File: src/rtl/division_secuencial_pkg.sv
// Shared types and constants for the sequential restoring divider.
// State encoding, default operand width and iteration counter sizing.
package division_secuencial_pkg;

  localparam int ANCHO_DEF = 4;

  typedef enum logic [1:0] {
    REPOSO  = 2'd0,
    CALCULO = 2'd1,
    FIN     = 2'd2
  } estado_t;

  // Counter must hold the value ANCHO itself, hence ANCHO+1 codes.
  function automatic int cnt_ancho(input int ancho);
    return $clog2(ancho + 1);
  endfunction

endpackage

File: src/rtl/division_secuencial_if.sv
// Start/busy/done handshake and operand/result bus of the divider.
// The requester uses the master modport, the divider the slave modport.
interface division_secuencial_if
  import division_secuencial_pkg::*;
#(
  parameter int ANCHO = ANCHO_DEF
);
  logic             inicio;
  logic [ANCHO-1:0] dividendo;
  logic [ANCHO-1:0] divisor;
  logic             ocupado;
  logic             listo;
  logic [ANCHO-1:0] cociente;
  logic [ANCHO-1:0] residuo;
  logic             div_cero;

  modport master (
    output inicio, dividendo, divisor,
    input  ocupado, listo, cociente, residuo, div_cero
  );

  modport slave (
    input  inicio, dividendo, divisor,
    output ocupado, listo, cociente, residuo, div_cero
  );
endinterface

File: src/rtl/division_secuencial_paso_division.sv
// One combinational restoring-division step: shift {R,Q} left, trial-subtract D.
// The trial value is formed at ANCHO+1 bits; its MSB is the borrow (negative result).
module division_secuencial_paso_division #(
  parameter int ANCHO = 4
) (
  input  logic [ANCHO-1:0] r_i,
  input  logic [ANCHO-1:0] q_i,
  input  logic [ANCHO-1:0] d_i,
  output logic [ANCHO-1:0] r_o,
  output logic [ANCHO-1:0] q_o
);

  logic [ANCHO:0] desplazado_s;
  logic [ANCHO:0] prueba_s;

  // Trial subtract; the stored remainder always stays below D, so ANCHO bits suffice between steps.
  always_comb begin
    desplazado_s = {r_i, q_i[ANCHO-1]};
    prueba_s     = desplazado_s - {1'b0, d_i};
    if (prueba_s[ANCHO] == 1'b0) begin
      r_o = prueba_s[ANCHO-1:0];
      q_o = {q_i[ANCHO-2:0], 1'b1};
    end else begin
      r_o = desplazado_s[ANCHO-1:0];
      q_o = {q_i[ANCHO-2:0], 1'b0};
    end
  end

endmodule

File: src/rtl/division_secuencial.sv
// Sequential unsigned restoring divider, one quotient bit per clock.
// Operands are captured on an accepted start; results hold until the next completion.
module division_secuencial
  import division_secuencial_pkg::*;
#(
  parameter int ANCHO = ANCHO_DEF
) (
  input  logic                  clk,
  input  logic                  rst,
  division_secuencial_if.slave  bus
);

  localparam int CNT_W = cnt_ancho(ANCHO);

  estado_t          estado_q, estado_d;
  logic [ANCHO-1:0] r_q, r_d;
  logic [ANCHO-1:0] q_q, q_d;
  logic [ANCHO-1:0] d_q, d_d;
  logic [CNT_W-1:0] cnt_q, cnt_d;
  logic [ANCHO-1:0] cociente_q, cociente_d;
  logic [ANCHO-1:0] residuo_q, residuo_d;
  logic             div_cero_q, div_cero_d;
  logic             ocupado_q, ocupado_d;
  logic             listo_q, listo_d;
  logic [ANCHO-1:0] r_sig_s;
  logic [ANCHO-1:0] q_sig_s;

  division_secuencial_paso_division #(.ANCHO(ANCHO)) u_paso_division (
    .r_i (r_q),
    .q_i (q_q),
    .d_i (d_q),
    .r_o (r_sig_s),
    .q_o (q_sig_s)
  );

  // Next-state, datapath and output decode.
  always_comb begin
    estado_d   = estado_q;
    r_d        = r_q;
    q_d        = q_q;
    d_d        = d_q;
    cnt_d      = cnt_q;
    cociente_d = cociente_q;
    residuo_d  = residuo_q;
    div_cero_d = div_cero_q;
    case (estado_q)
      REPOSO, FIN: begin
        if (bus.inicio) begin
          q_d   = bus.dividendo;
          d_d   = bus.divisor;
          r_d   = '0;
          cnt_d = CNT_W'(ANCHO);
          if (bus.divisor == '0) begin
            estado_d   = FIN;
            cociente_d = '1;
            residuo_d  = bus.dividendo;
            div_cero_d = 1'b1;
          end else begin
            estado_d = CALCULO;
          end
        end else begin
          estado_d = REPOSO;
        end
      end
      CALCULO: begin
        r_d   = r_sig_s;
        q_d   = q_sig_s;
        cnt_d = cnt_q - CNT_W'(1);
        if (cnt_q == CNT_W'(1)) begin
          estado_d   = FIN;
          cociente_d = q_sig_s;
          residuo_d  = r_sig_s;
          div_cero_d = 1'b0;
        end else begin
          estado_d = CALCULO;
        end
      end
      default: begin
        estado_d = REPOSO;
      end
    endcase
    ocupado_d = (estado_d == CALCULO);
    listo_d   = (estado_d == FIN);
  end

  // State and datapath registers with synchronous reset.
  always_ff @(posedge clk) begin
    if (rst) begin
      estado_q   <= REPOSO;
      r_q        <= '0;
      q_q        <= '0;
      d_q        <= '0;
      cnt_q      <= '0;
      cociente_q <= '0;
      residuo_q  <= '0;
      div_cero_q <= 1'b0;
      ocupado_q  <= 1'b0;
      listo_q    <= 1'b0;
    end else begin
      estado_q   <= estado_d;
      r_q        <= r_d;
      q_q        <= q_d;
      d_q        <= d_d;
      cnt_q      <= cnt_d;
      cociente_q <= cociente_d;
      residuo_q  <= residuo_d;
      div_cero_q <= div_cero_d;
      ocupado_q  <= ocupado_d;
      listo_q    <= listo_d;
    end
  end

  assign bus.ocupado  = ocupado_q;
  assign bus.listo    = listo_q;
  assign bus.cociente = cociente_q;
  assign bus.residuo  = residuo_q;
  assign bus.div_cero = div_cero_q;

endmodule

File: src/flat_wrapper.sv
// flat-port wrapper written by rule: the top's interface ports become plain ports
module division_secuencial_flat import division_secuencial_pkg::*;
#(
  parameter int ANCHO = ANCHO_DEF
)
  (clk, rst, bus_inicio, bus_dividendo, bus_divisor, bus_ocupado, bus_listo, bus_cociente, bus_residuo, bus_div_cero);
  division_secuencial_if #(.ANCHO(ANCHO)) bus_i ();
  input  logic clk;
  input  logic rst;
  input wire logic [$bits(bus_i.inicio)-1:0] bus_inicio;
  input wire logic [$bits(bus_i.dividendo)-1:0] bus_dividendo;
  input wire logic [$bits(bus_i.divisor)-1:0] bus_divisor;
  output wire logic [$bits(bus_i.ocupado)-1:0] bus_ocupado;
  output wire logic [$bits(bus_i.listo)-1:0] bus_listo;
  output wire logic [$bits(bus_i.cociente)-1:0] bus_cociente;
  output wire logic [$bits(bus_i.residuo)-1:0] bus_residuo;
  output wire logic [$bits(bus_i.div_cero)-1:0] bus_div_cero;
  assign bus_i.inicio = bus_inicio;
  assign bus_i.dividendo = bus_dividendo;
  assign bus_i.divisor = bus_divisor;
  assign bus_ocupado = bus_i.ocupado;
  assign bus_listo = bus_i.listo;
  assign bus_cociente = bus_i.cociente;
  assign bus_residuo = bus_i.residuo;
  assign bus_div_cero = bus_i.div_cero;
  division_secuencial #(.ANCHO(ANCHO)) u_core (.clk(clk), .rst(rst), .bus(bus_i));
endmodule
File: config.mk
export PLATFORM = sky130hd
export DESIGN_NAME = division_secuencial_flat
export DESIGN_NICKNAME = d
export VERILOG_FILES = /design/src/rtl/division_secuencial_pkg.sv /design/src/rtl/division_secuencial_if.sv /design/src/rtl/division_secuencial_paso_division.sv /design/src/rtl/division_secuencial.sv /design/src/flat_wrapper.sv
export SDC_FILE = /design/constraint.sdc
export NUM_CORES = 1
export LEC_CHECK = 0
export CAP_MARGIN = 20
export CORE_MARGIN = 8
export CORE_UTILIZATION = 50
export CTS_CLUSTER_SIZE = 12
export DETAILED_ROUTE_END_ITERATION = 8
export PLACE_DENSITY = 0.83
export SYNTH_ARGS = -nofsm -noshare
export SYNTH_HDL_FRONTEND = slang
export SYNTH_SLANG_ARGS = --single-unit
File: constraint.sdc
create_clock -name clk -period 4.7 [get_ports clk]
set_input_delay 0.705 -clock clk [delete_from_list [all_inputs] [get_ports clk]]
set_output_delay 0.705 -clock clk [all_outputs]
set_load 0.005 [all_outputs]
==> metrics.cfg <==
[yosys]
synthCells=160
synth_cell_types=31
yosysTopAreaCell=dfxtp_1
syn_nets=178
synth_edf_count=0
synth_top_area_share_pct=42.1
ys_ff_latch=28
synth_area_leaders=dfxtp_1 (42%), nor2_1 (9.6%), nand2_1 (6.5%)
yosysWarningCount=0
async_reset_ff_share_pct=0
synth_area_sq_um=1330
synth_ff_type=dfxtp_1
seq_area_frac_synth_pct=42.1
avgSynthCellArea_sq_um=8.31

[sta]
whs_ns=0.482
slew_viol_final=0
final.min_clock_period_ns=2.25
setup_viol=0
max_freq_mhz=445
tns_ns=0
slew_headroom_pct=35.9
worstMarginPinSlew_ns=0.958
grt_setup_unrepaired=false
setup_ws_ns=2.45
hold_viol=0
finalCritPeriodShare_pct=47.8
skew_ns=0.00621

[clock_tree]
postCtsHoldBufs=0
post-cts-setup-buffer-count=0
h-tree-depth=1
cts_resized=0
clk_pin_slew_worst_paths_ns=0.16
clk_latency_ns=0.34
cts-buffers-inserted=3
cts.sinks=28
cts_tree=built
clk_path_buf_depth=2
cts_root_buf=clkbuf_4

[worst_setup_path]
r2r_start=u_core.q_q[3]
regToRegSetupSlack_ns=2.45
cp-startpoint=u_core.q_q[3]
path_buf_inv=1
path_max_fanout=3
cp-end-kind=flop
timing.critical_path.to=u_core.bus.residuo[2]
crit_cells=8
critPathSlowestCell=fa_1
cp.arrival_ns=2.50
criticalPathCategory=flop to flop
path_cells=inv_1 > ha_1 > fa_1 > nand2b_4 > a21oi_4 > xnor2_1 > mux2_4 > a311oi_2
cpPeakStageDelay_ns=0.40
cp-start-kind=flop
cp.required_ns=4.95
cp_top_family=adder cells
r2r_end=u_core.bus.residuo[2]
rr_worst_depth=8

[placement]
placed_cell_area_sq_um=1530
io_buffers=21
detailedPlace.worstSlack_ns=2.16
gp_congestion=0.766
hpwl_microns=2170

[floorplan]
placementRows=18
dieArea_sq_um=4570
ios=22
core_area_sq_um=2500
die_w_microns=67.6
start_util_pct=53.2
die_y_microns=67.6

[global_routing]
track_usage_pct=13.4
antenna_found_initial=0
grt_pass1_vias=1141
grt_max_degree=29
grt_pass1_wl_microns=4820
grt_overflow=0

[finish]
final_util_pct=63.5
fin_area_sq_um=1590
area_growth_syn_to_layout_pct=19.3
fin_nets=195
diodes=0
drive_above_1_share_pct=6.25

[min_path]
min_from=u_core.d_q[3]
hold_path.class=flop to flop

[detailed_routing]
drt_first_pass_iters=4
ant_nets=0
drc=0
dr_total_vias=1115
via_per_inst=5.41
wl_per_cell_microns=14.0
drt-initial-drc-count=53
wl_microns=2890

[run_status]
outcome=completed

[run]
max_cap_viol_count=0

[power]
p_per_area_nw_per_um2=353
vdd.ir_drop.worst_mv=0.198
leakagePower_nw=0.599

-- tightest hold or removal path, delay by kind of cell (launching register included) --
| kind | cells | cell delay (ns) |
|---|---|---|
| compound gates | 1 | 0.05 |
| simple gates | 1 | 0.05 |
| flops | 1 | 0.35 |
-- metal layers --
metal | track usage, % | wire length (microns) | vias up
li1 | - | - | 565
met1 | 14.7 | 1240 | 519
met2 | 24.1 | 1470 | 24
met3 | 2.98 | 128 | 7
met4 | 5.48 | 48 | 0
met5 | 0 | 0 | -
-- worst min path at each step --
stage / endpoint / slack (ns) / depth (start not counted)
3_5_place_dp: u_core.d_q[3] / 0.46 / 2
4_1_cts: u_core.d_q[3] / 0.48 / 2
5_1_grt: u_core.d_q[3] / 0.50 / 2
2_1_floorplan: u_core.d_q[2] / 0.44 / 2
3_3_place_gp: u_core.d_q[2] / 0.45 / 2
6_report: u_core.d_q[3] / 0.48 / 2
-- registers in the layout, indices dropped and copies added, names as in the netlist, 2 cells and up --
register,flops
u_core.bus.cociente,4
u_core.bus.residuo,4
u_core.d_q,4
u_core.q_q,4
u_core.r_q,4
u_core.cnt_q,3
u_core.estado_q,2
-- cells in the mapped netlist (2+ instances only) --
master	instances
nor2_1	34
dfxtp_1	28
nand2_1	23
a21oi_1	13
inv_1	7
a311oi_1	6
ha_1	6
clkbuf_1	5
nand2b_1	5
nor2b_1	4
nor3_1	3
a211oi_1	2
a21oi_4	2
a31oi_1	2
buf_2	2
mux2i_1	2
nand3_1	2
-- final cells by class --
| type | count | area (sq um) |
|---|---|---|
| clock inverters | 1 | 30.0 |
| inverters | 7 | 26.3 |
| fillers | 201 | 913 |
| repair buffers | 21 | 210 |
| well taps | 30 | 37.5 |
| multi-input cells | 116 | 699 |
| clock buffers | 3 | 22.5 |
| flip-flops and latches | 28 | 561 |
-- placed cells by master (no fill, tap or decap), types with 2 or more instances in the layout --
cell type | Yosys | final
a211oi_1 | 2 | 2
a21oi_1 | 13 | 13
a21oi_4 | 2 | 2
a311oi_1 | 6 | 6
a31oi_1 | 2 | 2
clkbuf_4 | 0 | 3
clkdlybuf4s50_1 | 0 | 21
dfxtp_1 | 28 | 28
ha_1 | 6 | 6
inv_1 | 7 | 7
mux2i_1 | 2 | 2
nand2_1 | 23 | 23
nand2b_1 | 5 | 5
nand3_1 | 2 | 2
nor2_1 | 34 | 34
nor2b_1 | 4 | 4
nor3_1 | 3 | 3
-- kinds of logic after synthesis --
family                     Yosys count  synth area share (%)
AOI/OAI and AO/OA                   30                  16.7
xor gates and xnor gates             2                  1.88
adders and majority gates            7                  7.15
buffers and inverters               16                  5.27
DFF                                 28                  42.1
muxes                                3                  2.63
and+or+nand+nor                     74                  24.2
-- power by group --
group / internal, W / switching, W / leakage (nW)
registers: 0.000257 / 0.0000129 / 0.230
logic: 0.0000591 / 0.0000693 / 0.341
clock network: 0.0000864 / 0.0000746 / 0.0279
-- metrics by stage --
stage	std cells	total power (W)
2_1_floorplan	160	0.000362
3_3_place_gp	202	0.000397
3_5_place_dp	202	0.000403
4_1_cts	206	0.000561
5_1_grt	206	0.000583
6_report	206	0.000560
No activity file was read; power rests on OpenSTA's default activity.
